$ cat src/rtl/simon_pipe_arbiter.sv
// simon_pipe_arbiter: round-robin front-end sharing one pipelined Simon 32/64 core among N_REQ requesters.
// Each issued block carries a tag through a shift register so its ciphertext returns to the right requester.
module simon_pipe_arbiter #(
    parameter int N_REQ   = 4,
    parameter int LATENCY = 32
) (
    input  logic                           clk,
    input  logic                           rst,
    input  logic                           halt,
    input  logic [N_REQ-1:0]               req_valid,
    output logic [N_REQ-1:0]               req_ready,
    input  logic [N_REQ*32-1:0]            req_plaintext,
    input  logic [N_REQ*64-1:0]            req_key,
    output logic [N_REQ-1:0]               rsp_valid,
    output logic [31:0]                    rsp_ciphertext,
    output logic                           busy,
    output logic [$clog2(LATENCY+3)-1:0]   inflight,
    output logic                           pipe_start,
    output logic [31:0]                    pipe_plaintext,
    output logic [63:0]                    pipe_keytext,
    input  logic [31:0]                    pipe_ciphertext
);
    localparam int IW = $clog2(N_REQ);
    localparam int CW = $clog2(LATENCY+3);

    logic [IW-1:0]      ptr;
    logic [IW-1:0]      gid;
    logic [IW-1:0]      cand;
    logic [IW-1:0]      pipe_id;
    logic [N_REQ-1:0]   gnt;
    logic               found;
    logic               xfer;
    logic [LATENCY-1:0] tag_v;
    logic [IW-1:0]      tag_id [LATENCY];

    // First valid requester at or after ptr, wrapping around.
    always_comb begin
        gnt   = '0;
        gid   = '0;
        cand  = '0;
        found = 1'b0;
        for (int k = 0; k < N_REQ; k++) begin
            cand = IW'((int'(ptr) + k) % N_REQ);
            if (!found && req_valid[cand]) begin
                gnt[cand] = 1'b1;
                gid       = cand;
                found     = 1'b1;
            end
        end
    end

    assign req_ready = (rst || halt) ? '0 : gnt;
    assign xfer      = |req_ready;
    assign busy      = (inflight != '0);

    always_ff @(posedge clk) begin
        if (rst) begin
            ptr            <= '0;
            pipe_start     <= 1'b0;
            pipe_plaintext <= '0;
            pipe_keytext   <= '0;
            pipe_id        <= '0;
            tag_v          <= '0;
            rsp_valid      <= '0;
            rsp_ciphertext <= '0;
            inflight       <= '0;
        end else begin
            pipe_start <= xfer;
            if (xfer) begin
                ptr            <= (gid == IW'(N_REQ-1)) ? '0 : gid + IW'(1);
                pipe_plaintext <= req_plaintext[32*gid +: 32];
                pipe_keytext   <= req_key[64*gid +: 64];
                pipe_id        <= gid;
            end
            tag_v     <= {tag_v[LATENCY-2:0], pipe_start};
            rsp_valid <= tag_v[LATENCY-1] ? (N_REQ'(1) << tag_id[LATENCY-1]) : '0;
            if (tag_v[LATENCY-1])
                rsp_ciphertext <= pipe_ciphertext;
            inflight <= inflight + CW'(xfer) - CW'(|rsp_valid);
        end
    end

    // Ids need no reset: they are only consulted when the matching valid bit is set.
    always_ff @(posedge clk) begin
        tag_id[0] <= pipe_id;
        for (int k = 1; k < LATENCY; k++)
            tag_id[k] <= tag_id[k-1];
    end
endmodule

$ cat config.mk
export PLATFORM = sky130hd
export DESIGN_NAME = simon_pipe_arbiter
export DESIGN_NICKNAME = d
export VERILOG_FILES = /design/src/rtl/simon_pipe_arbiter.sv
export SDC_FILE = /design/constraint.sdc
export NUM_CORES = 1
export LEC_CHECK = 0
export BUFFER_PORTS_ARGS = -buffer_cell sky130_fd_sc_hd__clkbuf_2
export CAP_MARGIN = 20
export CORE_AREA = 2 2 218 220
export CTS_BUF_LIST = sky130_fd_sc_hd__clkbuf_4 sky130_fd_sc_hd__clkbuf_8
export CTS_CLUSTER_DIAMETER = 50
export DETAILED_ROUTE_END_ITERATION = 10
export DIE_AREA = 0 0 220 222
export HOLD_SLACK_MARGIN = 0.06
export SLEW_MARGIN = 20
export SYNTH_ARGS = -nofsm -noshare
export SYNTH_HDL_FRONTEND = slang
export SYNTH_SLANG_ARGS = --single-unit
$ cat constraint.sdc
create_clock -name clk -period 4.97 [get_ports clk]
set_input_delay 0.2485 -clock clk [delete_from_list [all_inputs] [get_ports clk]]
set_output_delay 0.2485 -clock clk [all_outputs]
set_load 0.01 [all_outputs]
==> results of run 1 <==
where the power goes:
| group | switching, W | total (W) | leakage (nW) | internal [W] |
|---|---|---|---|---|
| registers | 0.0000840 | 0.00217 | 1.94 | 0.00209 |
| clock network | 0.000883 | 0.00215 | 0.538 | 0.00127 |
| logic | 0.000885 | 0.00182 | 4.21 | 0.000940 |
critical path: cells and delay by family, from the launching register on:
family          cells  cell delay (ns)
mux                 2             1.17
flops               1             0.30
simple gates        3             0.68
buf+inv             4             1.28
compound gates      2             0.48
fa+ha+maj           1             0.47
cell type report:
class | instances | area share [%]
multi-input combinational | 587 | 33.3
antenna | 9 | 0.145
inverter | 15 | 0.395
clock inverter | 12 | 0.870
sequential | 239 | 30.8
tap | 607 | 4.89
timing repair buffer | 654 | 23.8
clock buffer | 71 | 5.81
state kept, by name, indices dropped and copies added, names as in the netlist, named ones only:
register,count
pipe_keytext,64
tag_id,64
pipe_plaintext,32
rsp_ciphertext,32
tag_v,32
inflight,6
rsp_valid,4
pipe_id,2
pipe_start,1
ptr,1
per-stage QoR:
stage / setup WS (ns) / instances / util, % / hold slack [ns]
global placement: 0.812 / 2040 / 30.0 / 0.310
CTS: 0.411 / 2185 / 33.5 / 0.0600
global route: 0.242 / 2193 / 33.6 / 0.0748
floorplan: 0.715 / 912 / - / 0.310
finish: 0.438 / 2194 / 33.6 / 0.124
detailed placement: 0.683 / 2040 / 30.0 / 0.312
routing by layer:
metal / GRT usage [%] / up-vias / wire length [um]
li1: - / 4483 / -
met1: 17.9 / 4592 / 16000
met2: 28.0 / 463 / 20600
met3: 5.60 / 97 / 3400
met4: 8.88 / 4 / 1850
met5: 0 / - / 27
worst min-delay path by stage:
stage	from	end	slack (ns)	cells after the start
finish	req_plaintext[0]	pipe_plaintext[0]$_SDFFE_PP0P_	0.12	4
global route	req_key[240]	pipe_keytext[48]$_SDFFE_PP0P_	0.07	4
CTS	req_plaintext[0]	pipe_plaintext[0]$_SDFFE_PP0P_	0.06	4
detailed placement	tag_id[1][29]$_DFF_P_	tag_id[1][31]$_DFF_P_	0.31	0
global placement	tag_id[0][30]$_DFF_P_	tag_id[1][0]$_DFF_P_	0.31	0
floorplan	tag_id[0][8]$_DFF_P_	tag_id[0][10]$_DFF_P_	0.31	0
placed cells by master, fill, tap and decap left out, types with 2 or more instances in the layout:
cell and count:
diode_2 9, clkinvlp_4 3, nor2b_1 34, o21a_1 2
o21ai_0 6, clkinv_2 3, nand2_1 203, mux4_2 98
clkinv_4 4, buf_12 3, clkbuf_4 12, ha_1 15
a21oi_2 80, or4_1 2, nor2_1 44, bufinv_16 2
dfxtp_1 238, a21oi_1 25, clkbuf_8 60, inv_1 12
and3b_1 5, xor2_1 3, a211oi_1 2, nor3b_1 4
mux2i_1 34, a221o_1 2, buf_4 23, dlygate4sd3_1 62
clkbuf_2 565, a22o_1 2, xnor2_1 2, and3_1 3
o21ai_1 2
logic make-up after synthesis:
group / count (synthesis)
fa+ha+maj: 16
xor+xnor: 5
flops: 239
buf+inv: 86
compound gates: 130
simple gates: 302
mux: 134
timing repair:
action / 4_1_cts / 5_1_grt
setup endpoints to repair: 0 / 0
hold endpoints to repair: 50 / 0
hold buffers: 62 / 0
==> impl_metrics.prom, run 1 <==
# TYPE chip_impl_metric gauge
chip_impl_metric{name="layout.area.seq",unit="um2"} 4790
chip_impl_metric{name="number_of_placement_rows",unit=""} 79
chip_impl_metric{name="grt_first_pass_wirelength",unit="um"} 60200
chip_impl_metric{name="p_leak",unit="nW"} 6.69
chip_impl_metric{name="finalSetupViolCount",unit=""} 0
chip_impl_metric{name="design_area_final",unit="um2"} 15500
chip_impl_metric{name="synthAdderAreaFrac",unit="%"} 1.99
chip_impl_info{name="timing.rr.end",value="pipe_keytext[47]$_SDFFE_PP0P_"} 1
chip_impl_metric{name="synth_cells",unit=""} 912
chip_impl_metric{name="reg2reg_slack",unit="ns"} 0.44
chip_impl_metric{name="place.port_buffers",unit=""} 566
chip_impl_metric{name="numCtsBuffers",unit=""} 46
chip_impl_info{name="worstPathCellList",value="buf_4 > inv_1 > ha_1 > or3b_1 > a2111o_1 > nand2_2 > mux2i_4 > buf_4 > mux4_2 > dlygate4sd3_1 > nand2_1 > a21oi_2"} 1
chip_impl_metric{name="cts.sink_count",unit=""} 239
chip_impl_metric{name="max-slew-margin-rel",unit="%"} 29.8
chip_impl_metric{name="postSynthAreaPerCell",unit="um2"} 11.5
chip_impl_metric{name="post-dp-hpwl",unit="um"} 32700
chip_impl_metric{name="syn_to_final_growth",unit="%"} 48.7
chip_impl_info{name="yosysMostFrequentCell",value="dfxtp_1"} 1
chip_impl_metric{name="synthesis.yosys.warnings",unit=""} 0
chip_impl_metric{name="avgViaCountPerCell",unit=""} 4.39
chip_impl_metric{name="die_height",unit="um"} 222
chip_impl_info{name="combinational_family_with_the_most_area_after_synthesis",value="multiplexers"} 1
chip_impl_metric{name="path_clk_slew",unit="ns"} 0.06
chip_impl_metric{name="final_slew_viol_count",unit=""} 0
chip_impl_metric{name="post_drt_wl_per_cell",unit="um"} 19.1
chip_impl_metric{name="drt-total-wl",unit="um"} 41900
chip_impl_metric{name="synth.mux.area_fraction",unit="%"} 24.7
chip_impl_metric{name="ctsResizeCount",unit=""} 0
chip_impl_info{name="yosys-top-cells-count",value="dfxtp_1 (239), nand2_1 (203), mux4_2 (98)"} 1
chip_impl_metric{name="cap_violations",unit=""} 0
chip_impl_metric{name="final_layout_size_suffix_gt1_share",unit="%"} 54.7
chip_impl_metric{name="finalHoldViolations",unit=""} 0
chip_impl_info{name="endpoint_kind",value="flop"} 1
chip_impl_metric{name="antenna_left",unit=""} 0
chip_impl_metric{name="max-clock-path-buffers",unit=""} 3
chip_impl_metric{name="cp_data_arrival_time",unit="ns"} 5.00
chip_impl_metric{name="h-tree-depth",unit=""} 2
chip_impl_metric{name="dr.first_iter.drc_count",unit=""} 416
chip_impl_metric{name="post_cts_buffers",unit=""} 0
chip_impl_metric{name="fillCellCount",unit=""} 4722
chip_impl_metric{name="synth_compound_area_share",unit="%"} 9.84
chip_impl_metric{name="worst_skew_late_latency",unit="ns"} 0.61
chip_impl_metric{name="ff2ff_path_depth",unit=""} 12
chip_impl_metric{name="post_synthesis_register_bit_count",unit=""} 239
chip_impl_metric{name="fp.coreArea",unit="um2"} 46300
chip_impl_info{name="cts-root-buf",value="clkbuf_8"} 1
chip_impl_metric{name="gr-usage-all-layers",unit="%"} 16.5
chip_impl_metric{name="finalCritPeriodShare",unit="%"} 91.2
chip_impl_info{name="synth_flop_cell",value="dfxtp_1"} 1
chip_impl_metric{name="finalSetupTns",unit="ns"} 0
chip_impl_metric{name="io_count",unit=""} 567
chip_impl_metric{name="initial_core_util",unit="%"} 22.6
chip_impl_metric{name="finClkSkew",unit="ns"} 0.0363
chip_impl_info{name="crit_type",value="reg2reg"} 1
chip_impl_metric{name="drcViolationCount",unit=""} 0
chip_impl_metric{name="worstPathMaxFanout",unit=""} 18
chip_impl_metric{name="num-nets-final",unit=""} 1982
chip_impl_metric{name="drt_pass1_iterations",unit=""} 5
chip_impl_metric{name="worst_voltage_drop_across_the_vdd_grid",unit="mV"} 0.168
chip_impl_metric{name="multiInputGateArea",unit="um2"} 5180
chip_impl_metric{name="gp_routability_congestion",unit=""} 0.959
chip_impl_metric{name="synth_simple_gate_area_share",unit="%"} 12.4
chip_impl_metric{name="synthXorXnorAreaFrac",unit="%"} 0.419
chip_impl_info{name="crit_top_cell",value="buf_4"} 1
chip_impl_metric{name="grt.overflow.total",unit=""} 0
chip_impl_metric{name="yosysTopAreaCellShare",unit="%"} 45.8
chip_impl_info{name="top_cell_type_by_total_area_after_synthesis",value="dfxtp_1"} 1
chip_impl_info{name="endpoint_of_the_most_critical_setup_path",value="pipe_keytext[47]$_SDFFE_PP0P_"} 1
chip_impl_metric{name="final_critical_period",unit="ns"} 4.53
chip_impl_info{name="run_status",value="finished clean"} 1
chip_impl_metric{name="synth.yosys.seq_area_share",unit="%"} 45.8
chip_impl_metric{name="vias_in_the_first_global_route",unit=""} 10000
chip_impl_metric{name="grt_max_degree",unit=""} 75
chip_impl_info{name="timing.critical_path.from_type",value="flop"} 1
chip_impl_metric{name="synth.net_count",unit=""} 1351
chip_impl_info{name="rsz_0062_raised_after_global_routing",value="false"} 1
chip_impl_metric{name="syn_area",unit="um2"} 10500
chip_impl_metric{name="timing.fmax",unit="MHz"} 221
chip_impl_metric{name="worst-slew-pin-transition",unit="ns"} 1.03
chip_impl_metric{name="grt_antenna_before_repair",unit=""} 17
chip_impl_info{name="min_delay_worst_type",value="in2reg"} 1
chip_impl_metric{name="cellPowerDensity",unit="nW/um2"} 396
chip_impl_metric{name="cp_data_required_time",unit="ns"} 5.44
chip_impl_metric{name="fp.dieArea",unit="um2"} 48800
chip_impl_metric{name="synthArstFlopShare",unit="%"} 0
chip_impl_metric{name="edff_count_synth",unit=""} 0
chip_impl_metric{name="die_x",unit="um"} 220
chip_impl_metric{name="timing.critical_path.slowest_cell_delay",unit="ns"} 0.88
chip_impl_metric{name="design_power_total",unit="W"} 0.00615
chip_impl_info{name="tritoncts",value="yes"} 1
chip_impl_metric{name="distinct_cell_type_count_of_the_synthesized_netlist",unit=""} 49
chip_impl_metric{name="vias_post_dr",unit=""} 9639
chip_impl_info{name="synth_top_cells_by_area",value="dfxtp_1 (46%), mux4_2 (21%), nand2_1 (7.3%)"} 1
chip_impl_metric{name="placement.cell_area",unit="um2"} 13900
chip_impl_info{name="critPathSlowestCell",value="mux2i_4"} 1
No activity file was read; power rests on OpenSTA's default activity.
==> inputs of run 2 (changes only) <==
Settings changed: REMOVE_ABC_BUFFERS set to 1.
==> impl_metrics.prom, run 2 (synthesized netlist as in run 1, its figures left out) <==
# TYPE chip_impl_metric gauge
chip_impl_metric{name="worst_skew_late_latency",unit="ns"} 0.59
chip_impl_metric{name="worst-slew-pin-transition",unit="ns"} 1.03
chip_impl_metric{name="worstPathMaxFanout",unit=""} 26
chip_impl_metric{name="design_area_final",unit="um2"} 15300
chip_impl_info{name="regToRegStartpoint",value="ptr[1]$_SDFFE_PP0P_"} 1
chip_impl_metric{name="path_clk_slew",unit="ns"} 0.06
chip_impl_metric{name="gr-usage-all-layers",unit="%"} 13.8
chip_impl_metric{name="h-tree-depth",unit=""} 2
chip_impl_info{name="timing.critical_path.from_type",value="flop"} 1
chip_impl_metric{name="fp.coreArea",unit="um2"} 46300
chip_impl_metric{name="final_layout_size_suffix_gt1_share",unit="%"} 54.6
chip_impl_metric{name="post-dp-hpwl",unit="um"} 26400
chip_impl_metric{name="antenna_left",unit=""} 0
chip_impl_metric{name="gp_routability_congestion",unit=""} 0.881
chip_impl_metric{name="finalCritPeriodShare",unit="%"} 92.7
chip_impl_info{name="tritoncts",value="yes"} 1
chip_impl_metric{name="cellPowerDensity",unit="nW/um2"} 394
chip_impl_metric{name="max-clock-path-buffers",unit=""} 3
chip_impl_metric{name="multiInputGateArea",unit="um2"} 5180
chip_impl_metric{name="worst_voltage_drop_across_the_vdd_grid",unit="mV"} 0.157
chip_impl_metric{name="die_x",unit="um"} 220
chip_impl_info{name="crit_type",value="reg2reg"} 1
chip_impl_metric{name="finClkSkew",unit="ns"} 0.0191
chip_impl_info{name="run_status",value="finished clean"} 1
chip_impl_metric{name="number_of_placement_rows",unit=""} 79
chip_impl_info{name="timing.hold.worst.start",value="req_key[161]"} 1
chip_impl_metric{name="p_leak",unit="nW"} 6.57
chip_impl_metric{name="grt_max_degree",unit=""} 91
chip_impl_info{name="endpoint_kind",value="flop"} 1
chip_impl_metric{name="reg2reg_slack",unit="ns"} 0.36
chip_impl_metric{name="drt_pass1_iterations",unit=""} 4
chip_impl_metric{name="die_height",unit="um"} 222
chip_impl_metric{name="post_cts_buffers",unit=""} 0
chip_impl_metric{name="cp_data_arrival_time",unit="ns"} 5.05
chip_impl_metric{name="drt-total-wl",unit="um"} 34700
chip_impl_info{name="whs_endpoint",value="pipe_keytext[33]$_SDFFE_PP0P_"} 1
chip_impl_metric{name="avgViaCountPerCell",unit=""} 4.36
chip_impl_metric{name="final_critical_period",unit="ns"} 4.61
chip_impl_metric{name="timing.fmax",unit="MHz"} 217
chip_impl_metric{name="whs_path_depth",unit=""} 4
chip_impl_metric{name="final_slew_viol_count",unit=""} 0
chip_impl_info{name="layout_commonest_cell",value="clkbuf_2"} 1
chip_impl_metric{name="finalSetupViolCount",unit=""} 0
chip_impl_metric{name="design_power_total",unit="W"} 0.00604
chip_impl_metric{name="timing.hold.ws",unit="ns"} 0.133
chip_impl_info{name="min_delay_worst_type",value="in2reg"} 1
chip_impl_info{name="rsz_0062_raised_after_global_routing",value="false"} 1
chip_impl_metric{name="fillCellCount",unit=""} 4710
chip_impl_metric{name="placement.cell_area",unit="um2"} 13800
chip_impl_metric{name="numCtsBuffers",unit=""} 48
chip_impl_metric{name="ff2ff_path_depth",unit=""} 12
chip_impl_metric{name="max-slew-margin-rel",unit="%"} 31.0
chip_impl_info{name="timing.rr.end",value="pipe_keytext[44]$_SDFFE_PP0P_"} 1
chip_impl_info{name="mostFrequentLayoutCells",value="clkbuf_2 (565), dfxtp_1 (238), nand2_1 (203)"} 1
chip_impl_info{name="cts-root-buf",value="clkbuf_8"} 1
chip_impl_metric{name="initial_core_util",unit="%"} 22.6
chip_impl_metric{name="num-nets-final",unit=""} 1961
chip_impl_metric{name="grt.overflow.total",unit=""} 0
chip_impl_metric{name="drcViolationCount",unit=""} 0
chip_impl_metric{name="vias_post_dr",unit=""} 9429
chip_impl_metric{name="cap_violations",unit=""} 0
chip_impl_metric{name="cts.sink_count",unit=""} 239
chip_impl_metric{name="grt_first_pass_wirelength",unit="um"} 51900
chip_impl_metric{name="grt_antenna_before_repair",unit=""} 7
chip_impl_metric{name="layout.area.seq",unit="um2"} 4790
chip_impl_metric{name="finalHoldViolations",unit=""} 0
chip_impl_metric{name="post_drt_wl_per_cell",unit="um"} 16.0
chip_impl_metric{name="dr.first_iter.drc_count",unit=""} 358
chip_impl_metric{name="vias_in_the_first_global_route",unit=""} 9585
chip_impl_metric{name="io_count",unit=""} 567
chip_impl_metric{name="ctsResizeCount",unit=""} 0
chip_impl_info{name="biggestRegsByFlops",value="pipe_keytext: 64 flops, tag_id: 64 flops"} 1
chip_impl_metric{name="fp.dieArea",unit="um2"} 48800
chip_impl_metric{name="syn_to_final_growth",unit="%"} 46.7
chip_impl_metric{name="place.port_buffers",unit=""} 566
chip_impl_metric{name="cts_hold_repair.buffers",unit=""} 52
chip_impl_metric{name="cp_data_required_time",unit="ns"} 5.41
-- run 2: cell count changes in the layout (fill, tap and decap cells not counted) --
| cell | before | now |
|---|---|---|
| buf_4 | 23 | 9 |
| dlygate4sd3_1 | 62 | 52 |
| diode_2 | 9 | 1 |
| clkbuf_8 | 60 | 55 |
| clkbuf_4 | 12 | 9 |
| clkinv_2 | 3 | 6 |
| bufinv_16 | 2 | 4 |
| clkinvlp_4 | 3 | 5 |
| buf_12 | 3 | 4 |
| inv_6 | 0 | 1 |
| inv_8 | 1 | 0 |
-- run 2: worst max-delay path by stage --
stage | start | end | slack (ns) | cells after the start
6_report | ptr[1]$_SDFFE_PP0P_ | pipe_keytext[44]$_SDFFE_PP0P_ | 0.36 | 12
5_1_grt | ptr[1]$_SDFFE_PP0P_ | inflight[4]$_SDFF_PP0_ | 0.11 | 18
4_1_cts | ptr[1]$_SDFFE_PP0P_ | pipe_keytext[44]$_SDFFE_PP0P_ | 0.41 | 12
3_5_place_dp | ptr[1]$_SDFFE_PP0P_ | inflight[5]$_SDFF_PP0_ | 0.50 | 17
3_3_place_gp | ptr[1]$_SDFFE_PP0P_ | inflight[5]$_SDFF_PP0_ | 0.68 | 17
2_1_floorplan | flop | pipe_keytext[10]$_SDFFE_PP0P_ | -10.54 | 7
-- run 2: cell type report --
cell class | count | area share [%]
flip-flops and latches | 239 | 31.2
clock inverters | 19 | 1.45
repair buffers | 631 | 22.9
inverters | 15 | 0.400
diodes | 1 | 0.0163
well taps | 607 | 4.95
multi-input cells | 587 | 33.8
clock buffers | 63 | 5.29
-- run 2: worst max-delay path, cell delays in order, from the launching register on --
cell	delay, ns
dfxtp_1	0.49
inv_1	0.17
ha_1	0.46
or3b_1	0.42
a2111o_1	0.42
nand2_2	0.17
mux2i_4	0.77
buf_12	0.28
buf_12	0.20
mux4_2	0.31
dlygate4sd3_1	0.59
nand2_1	0.09
a21oi_2	0.06
-- run 2: report_power, final --
group | switching, W | internal, W
Combinational | 0.000834 | 0.000889
Sequential | 0.0000753 | 0.00209
Clock | 0.000873 | 0.00128
Total | 0.00178 | 0.00425
-- run 2: per-stage QoR --
stage,util [%],setup WS [ns],TNS (ns),instances
after floorplan,-,-10.54,-1030.82,841
after detailed placement,29.8,0.503,0,2027
after CTS,33.1,0.413,0,2161
final,33.1,0.362,0,2162
after global routing,33.1,0.114,0,2162
after global placement,29.8,0.683,0,2027
-- run 2: routing by layer --
| metal | track usage, % | wire [um] | vias up | part of all wire, % |
|---|---|---|---|---|
| li1 | - | - | 4438 | - |
| met1 | 14.6 | 13000 | 4446 | 37 |
| met2 | 25.2 | 17800 | 464 | 51 |
| met3 | 4.17 | 2800 | 79 | 8.1 |
| met4 | 5.33 | 1110 | 2 | 3.2 |
| met5 | 0 | 13 | - | 0.037 |
